--- src/rtl/rd_req_splitter.sv ---
// rd_req_splitter
//   Turns decompression read jobs from the working job FIFO into memory read
//   bursts. Each burst is beat-aligned and is limited to MAX_BEATS beats. No
//   burst crosses a 2^PAGE_LOG2 byte boundary. Every accepted burst pushes
//   the job ID into the read-tag FIFO. A new burst is not raised while that
//   FIFO reports almost-full.
//
// Ports
//   clk, srst                     clock, synchronous active-high reset
//   job_valid/job_rd              job FIFO head valid / pop (combinational)
//   job_rd_length/src_addr/id     job fields at the FIFO head
//   req_valid/req_ready           read request handshake
//   req_addr, req_len             burst byte address, beats minus one
//   tag_wr, tag_job_id            read-tag FIFO push (same cycle as handshake)
//   tag_almost_full               read-tag FIFO programmable-full
//   job_done, job_done_id         one-cycle pulse when a job is fully issued
//   busy                          FSM not idle
//   stat_jobs, stat_reqs          completion / request counters
//
// Build option
//   RD_REQ_SPLITTER_STATS_EN      when defined, stat_jobs and stat_reqs count
//                                 up. Otherwise both outputs are tied to zero.
module rd_req_splitter #(
  parameter int BEAT_LOG2 = 6,
  parameter int MAX_BEATS = 64,
  parameter int PAGE_LOG2 = 12
) (
  input  logic        clk,
  input  logic        srst,
  input  logic        job_valid,
  input  logic [25:0] job_rd_length,
  input  logic [63:0] job_src_addr,
  input  logic [15:0] job_id,
  output logic        job_rd,
  output logic        req_valid,
  input  logic        req_ready,
  output logic [63:0] req_addr,
  output logic [7:0]  req_len,
  output logic        tag_wr,
  output logic [15:0] tag_job_id,
  input  logic        tag_almost_full,
  output logic        job_done,
  output logic [15:0] job_done_id,
  output logic        busy,
  output logic [31:0] stat_jobs,
  output logic [31:0] stat_reqs
);

  // Offset + length + rounding term fits in 27 bits. Beat count is the rest.
  localparam int SUM_W    = 27;
  localparam int REM_W    = SUM_W - BEAT_LOG2;
  localparam int PG_BEATS = 1 << (PAGE_LOG2 - BEAT_LOG2);

  typedef enum logic [1:0] {IDLE, CALC, ISSUE} state_t;

  state_t             r_state;
  logic [63:0]        r_cur_addr;
  logic [REM_W-1:0]   r_rem;
  logic [15:0]        r_id;
  logic [7:0]         r_len;
  logic               r_hold;
  logic               r_job_done;
  logic [15:0]        r_done_id;

  logic [SUM_W-1:0]               w_sum;
  logic [REM_W-1:0]               w_rem0;
  logic [PAGE_LOG2-BEAT_LOG2-1:0] w_page_idx;
  logic [REM_W-1:0]               w_to_page;
  logic [REM_W-1:0]               w_beats;
  logic [REM_W-1:0]               w_cur_beats;
  logic [63:0]                    w_step;
  logic                           w_req_valid;
  logic                           w_hs;

  function automatic logic [REM_W-1:0] min_beats(input logic [REM_W-1:0] a,
                                                 input logic [REM_W-1:0] b);
    return (a < b) ? a : b;
  endfunction

  // Total beats touched by the job, counting the partial first beat.
  assign w_sum  = SUM_W'(job_src_addr[BEAT_LOG2-1:0]) + SUM_W'(job_rd_length)
                + SUM_W'((1 << BEAT_LOG2) - 1);
  assign w_rem0 = REM_W'(w_sum >> BEAT_LOG2);

  // Beats left before the next page boundary.
  assign w_page_idx = r_cur_addr[PAGE_LOG2-1:BEAT_LOG2];
  assign w_to_page  = REM_W'(PG_BEATS) - REM_W'(w_page_idx);
  assign w_beats    = min_beats(min_beats(r_rem, REM_W'(MAX_BEATS)), w_to_page);

  assign w_cur_beats = REM_W'({1'b0, r_len}) + REM_W'(1);
  assign w_step      = 64'(w_cur_beats) << BEAT_LOG2;

  // Once raised, valid holds until accepted even if almost-full returns.
  assign w_req_valid = (r_state == ISSUE) && (r_hold || !tag_almost_full);
  assign w_hs        = w_req_valid && req_ready;

  assign job_rd      = (r_state == IDLE) && job_valid && !srst;
  assign req_valid   = w_req_valid;
  assign req_addr    = r_cur_addr;
  assign req_len     = r_len;
  assign tag_wr      = w_hs;
  assign tag_job_id  = r_id;
  assign job_done    = r_job_done;
  assign job_done_id = r_done_id;
  assign busy        = (r_state != IDLE);

  always_ff @(posedge clk) begin
    if (srst) begin
      r_state    <= IDLE;
      r_cur_addr <= '0;
      r_rem      <= '0;
      r_id       <= '0;
      r_len      <= '0;
      r_hold     <= 1'b0;
      r_job_done <= 1'b0;
      r_done_id  <= '0;
    end else begin
      r_job_done <= 1'b0;
      case (r_state)
        IDLE: begin
          if (job_valid) begin
            r_cur_addr <= {job_src_addr[63:BEAT_LOG2], {BEAT_LOG2{1'b0}}};
            r_rem      <= w_rem0;
            r_id       <= job_id;
            if (job_rd_length == '0) begin
              r_job_done <= 1'b1;
              r_done_id  <= job_id;
            end else begin
              r_state <= CALC;
            end
          end
        end
        CALC: begin
          r_len   <= 8'(w_beats - REM_W'(1));
          r_hold  <= 1'b0;
          r_state <= ISSUE;
        end
        ISSUE: begin
          if (w_hs) begin
            r_cur_addr <= r_cur_addr + w_step;
            r_rem      <= r_rem - w_cur_beats;
            r_hold     <= 1'b0;
            if (r_rem == w_cur_beats) begin
              r_state    <= IDLE;
              r_job_done <= 1'b1;
              r_done_id  <= r_id;
            end else begin
              r_state <= CALC;
            end
          end else if (w_req_valid) begin
            r_hold <= 1'b1;
          end
        end
        default: r_state <= IDLE;
      endcase
    end
  end

`ifdef RD_REQ_SPLITTER_STATS_EN
  logic [31:0] r_stat_jobs;
  logic [31:0] r_stat_reqs;

  always_ff @(posedge clk) begin
    if (srst) begin
      r_stat_jobs <= '0;
      r_stat_reqs <= '0;
    end else begin
      if (r_job_done) r_stat_jobs <= r_stat_jobs + 32'd1;
      if (w_hs)       r_stat_reqs <= r_stat_reqs + 32'd1;
    end
  end

  assign stat_jobs = r_stat_jobs;
  assign stat_reqs = r_stat_reqs;
`else
  assign stat_jobs = '0;
  assign stat_reqs = '0;
`endif

endmodule
--- config.mk ---
export PLATFORM = sky130hd
export DESIGN_NAME = rd_req_splitter
export DESIGN_NICKNAME = d
export VERILOG_FILES = /design/src/rtl/rd_req_splitter.sv
export SDC_FILE = /design/constraint.sdc
export NUM_CORES = 1
export LEC_CHECK = 0
export CAP_MARGIN = 20
export CORE_ASPECT_RATIO = 2
export CORE_UTILIZATION = 52
export CTS_CLUSTER_SIZE = 8
export DETAILED_ROUTE_END_ITERATION = 7
export GPL_TIMING_DRIVEN = 0
export MAX_ROUTING_LAYER = met4
export PLACE_DENSITY_LB_ADDON = 0.2
export SLEW_MARGIN = 20
export SYNTH_ARGS = -nofsm -noshare
export SYNTH_HDL_FRONTEND = slang
export SYNTH_SLANG_ARGS = --single-unit
--- constraint.sdc ---
create_clock -name clk -period 10.7 [get_ports clk]
set_clock_uncertainty 0.2 [all_clocks]
set_input_delay 2.14 -clock clk [delete_from_list [all_inputs] [get_ports clk]]
set_output_delay 2.14 -clock clk [all_outputs]
set_load 0.05 [all_outputs]
==> results.json <==
{
  "status": "completed",
  "avgSynthCellArea_um2": 7.56,
  "power.density_cell_area_nw_per_um2": 155,
  "number_of_cells_on_the_worst_reg_to_reg_path": 18,
  "crit_arrival_ps": 5390,
  "cts_tree": "yes",
  "design_power_total_mw": 1.89,
  "post-place-ws_ps": 3190,
  "timing.max_slew.rel_slack_pct": 27.8,
  "final_layout_size_suffix_gt1_share_pct": 8.72,
  "end_kind": "primary output",
  "finalWorstSetupSlack_ps": 2970,
  "final_wtd_congestion": 0.995,
  "numClockSinks": 123,
  "cts-buffers-inserted": 17,
  "cp_data_required_time_ps": 8360,
  "drt_first_pass_iters": 6,
  "setup.worst_path.class": "in2out",
  "drc_errors": 0,
  "async_flop_share_pct": 0,
  "floorplan.die.width_um": 95.1,
  "final_instance_area_um2": 12200,
  "cp_cell_sequence": "clkdlybuf4s50_1, nand2_1, or3_1, clkbuf_1, nor2_1, clkdlybuf4s50_1",
  "ys.warnings.count": 0,
  "number_of_antenna_violations_at_the_first_check_in_global_routing": 1,
  "grt_setup_unrepaired": "false",
  "synthesis.instances": 1191,
  "routed_via_density": 6.33,
  "top_area_cells_in_the_synthesized_netlist": "sky130_fd_sc_hd__dfxtp_1, sky130_fd_sc_hd__buf_4, sky130_fd_sc_hd__nand2_1",
  "vdd_ir_drop_max_mv": 0.113,
  "start_util_pct": 53.4,
  "cts.repair.resized": 0,
  "hold_bufs_inserted_after_cts": 0,
  "critical_path.startpoint_type": "input port",
  "nFillCells": 1399,
  "yosys_register_bits": 123,
  "crit_top_cell": "sky130_fd_sc_hd__clkdlybuf4s50_1",
  "cts_root_buffer": "sky130_fd_sc_hd__clkbuf_16",
  "grt-ovfl-total": 0,
  "finalSetupTns_ps": 0,
  "setup_viol_count_final": 0,
  "p_leak_nw": 4.81,
  "timing.final.crit_period_ps": 7730,
  "worst_margin_pin_slew_ps": 1080,
  "drv_cap": 0,
  "die-area_um2": 17900,
  "postPlaceCellArea_um2": 11600,
  "routed-via-count": 10800,
  "grt_pass1_wl_mm": 56.9,
  "critPathMaxStageDelay_ps": 970,
  "post-synth-top-count-cell": "sky130_fd_sc_hd__nand2_1",
  "clk_path_buf_depth": 2,
  "std_cell_rows": 67,
  "most_frequent_cells_after_synthesis": "sky130_fd_sc_hd__nand2_1, sky130_fd_sc_hd__dfxtp_1, sky130_fd_sc_hd__nor2_1",
  "first_global_vias": 10500,
  "post_synth_edffs": 0,
  "place.detailed.hpwl_mm": 29.0,
  "critical_path.max_fanout": 10,
  "fp.coreArea_um2": 16800,
  "min_path_type": "reg2reg",
  "groute.usage.overall_pct": 43.7,
  "grt_start_max_net_pins": 17,
  "worst_hold_path_cells": 2,
  "worst_hold_slack_ps": 268,
  "route.final.wire_length_mm": 38.0,
  "postCtsSetupBuffers": 0,
  "clk-insertion-delay-late_ps": 430,
  "yosysUniqueCellTypes": 79,
  "max_transition_viols_final": 0,
  "numPortBuffers": 211,
  "synth.largest_area_cell": "sky130_fd_sc_hd__dfxtp_1",
  "die-height_um": 188,
  "min_period_over_period_pct": 72.3,
  "fmax_mhz": 129,
  "syn2layout_area_growth_pct": 35.6,
  "mappedNetlistArea_um2": 9000,
  "postSynth.topFlopCell": "sky130_fd_sc_hd__dfxtp_1",
  "fin_nets": 1640,
  "count_of_final_hold_check_violations": 0,
  "drt_iter0_drc": 886,
  "cts_htree_levels": 4,
  "crit_path_top_delay_cell": "sky130_fd_sc_hd__clkdlybuf4s50_1",
  "seq_area_frac_synth_pct": 27.3,
  "share_of_the_synthesized_area_in_the_top_cell_type_pct": 27.3,
  "clk_pin_slew_worst_paths_ps": 70,
  "ant_nets": 0,
  "wl_per_cell_um": 22.2,
  "boundaryPins": 284
}
## placed cells by master, fill, tap and decap left out, types with 32 or more instances in the layout
cell type	Yosys	final
sky130_fd_sc_hd__clkdlybuf4s50_1	0	211
sky130_fd_sc_hd__nand2_1	139	139
sky130_fd_sc_hd__dfxtp_1	123	123
sky130_fd_sc_hd__nor2_1	104	104
sky130_fd_sc_hd__a21oi_1	80	80
sky130_fd_sc_hd__buf_4	70	70
sky130_fd_sc_hd__conb_1	1	70
sky130_fd_sc_hd__clkbuf_1	58	58
sky130_fd_sc_hd__inv_1	48	48
sky130_fd_sc_hd__o21ai_0	47	47
sky130_fd_sc_hd__nor3_1	44	44
sky130_fd_sc_hd__nand3_1	40	40
sky130_fd_sc_hd__ha_1	37	37
sky130_fd_sc_hd__a311oi_1	35	35
sky130_fd_sc_hd__xnor2_1	32	32
## stage by stage
stage | util [%] | cells
floorplan | - | 1260
global placement | 69.1 | 1678
detailed placement | 69.1 | 1678
CTS | 72.4 | 1710
global route | 72.5 | 1711
finish | 72.5 | 1711
## registers in the layout, summed over array words and instances, names as in the netlist
signal and flops:
r_rem 21, req_addr 58, job_done_id 16, r_state 2, tag_job_id 16, r_hold 1
job_done 1, req_len 8
## kinds of logic (layout without fill, tap and decap cells)
group	count (synthesis)	after routing	share of synthesized area [%]
other	1	71	0.0416
adder cells (fa/ha/maj)	39	39	5.59
multiplexers	8	8	0.931
AND/OR/NAND/NOR	485	485	27.8
AO/OA/AOI/OAI	305	305	23.3
buffers and inverters	186	429	10.7
XOR/XNOR	44	44	4.28
flip-flops	123	123	27.3
## power breakdown
group,switching [mW],total (mW),internal [mW]
logic,0.485,0.749,0.264
clock network,0.267,0.577,0.310
registers,0.0616,0.561,0.499
## worst max-delay path: cells and delay by family
kind,cells,cell delay (ps)
buf+inv,3,1820
simple gates,3,1430
## worst paths after layout
kind                                from                           to  slack [ps]
max                            job_valid                       job_rd        2970
min          tag_job_id[12]$_SDFFE_PP0P_  tag_job_id[12]$_SDFFE_PP0P_         270
max reg2reg        r_rem[9]$_SDFFE_PP0P_      req_len[6]$_SDFFE_PP0P_        5400
min reg2reg  tag_job_id[12]$_SDFFE_PP0P_  tag_job_id[12]$_SDFFE_PP0P_         270
## layer usage
layer / track usage [%] / routed length [um] / part of all wire [%]
met5: - / 0 / 0
met4: 34.9 / 3500 / 9.2
met3: 7.79 / 3230 / 8.5
met2: 73.2 / 18700 / 49
met1: 43.0 / 12500 / 33
## cell type report
class	instances	area (um^2)	area share, %
Sequential cell	123	2460	20.2
Antenna cell	1	2.50	0.0205
Timing Repair Buffer	211	2110	17.3
Buffer	137	783	6.41
Inverter	49	184	1.51
Clock inverter	15	143	1.17
Tap cell	207	259	2.12
Clock buffer	17	425	3.48
Multi-Input combinational cell	951	5840	47.8
Power figures use the tool's default switching activity.
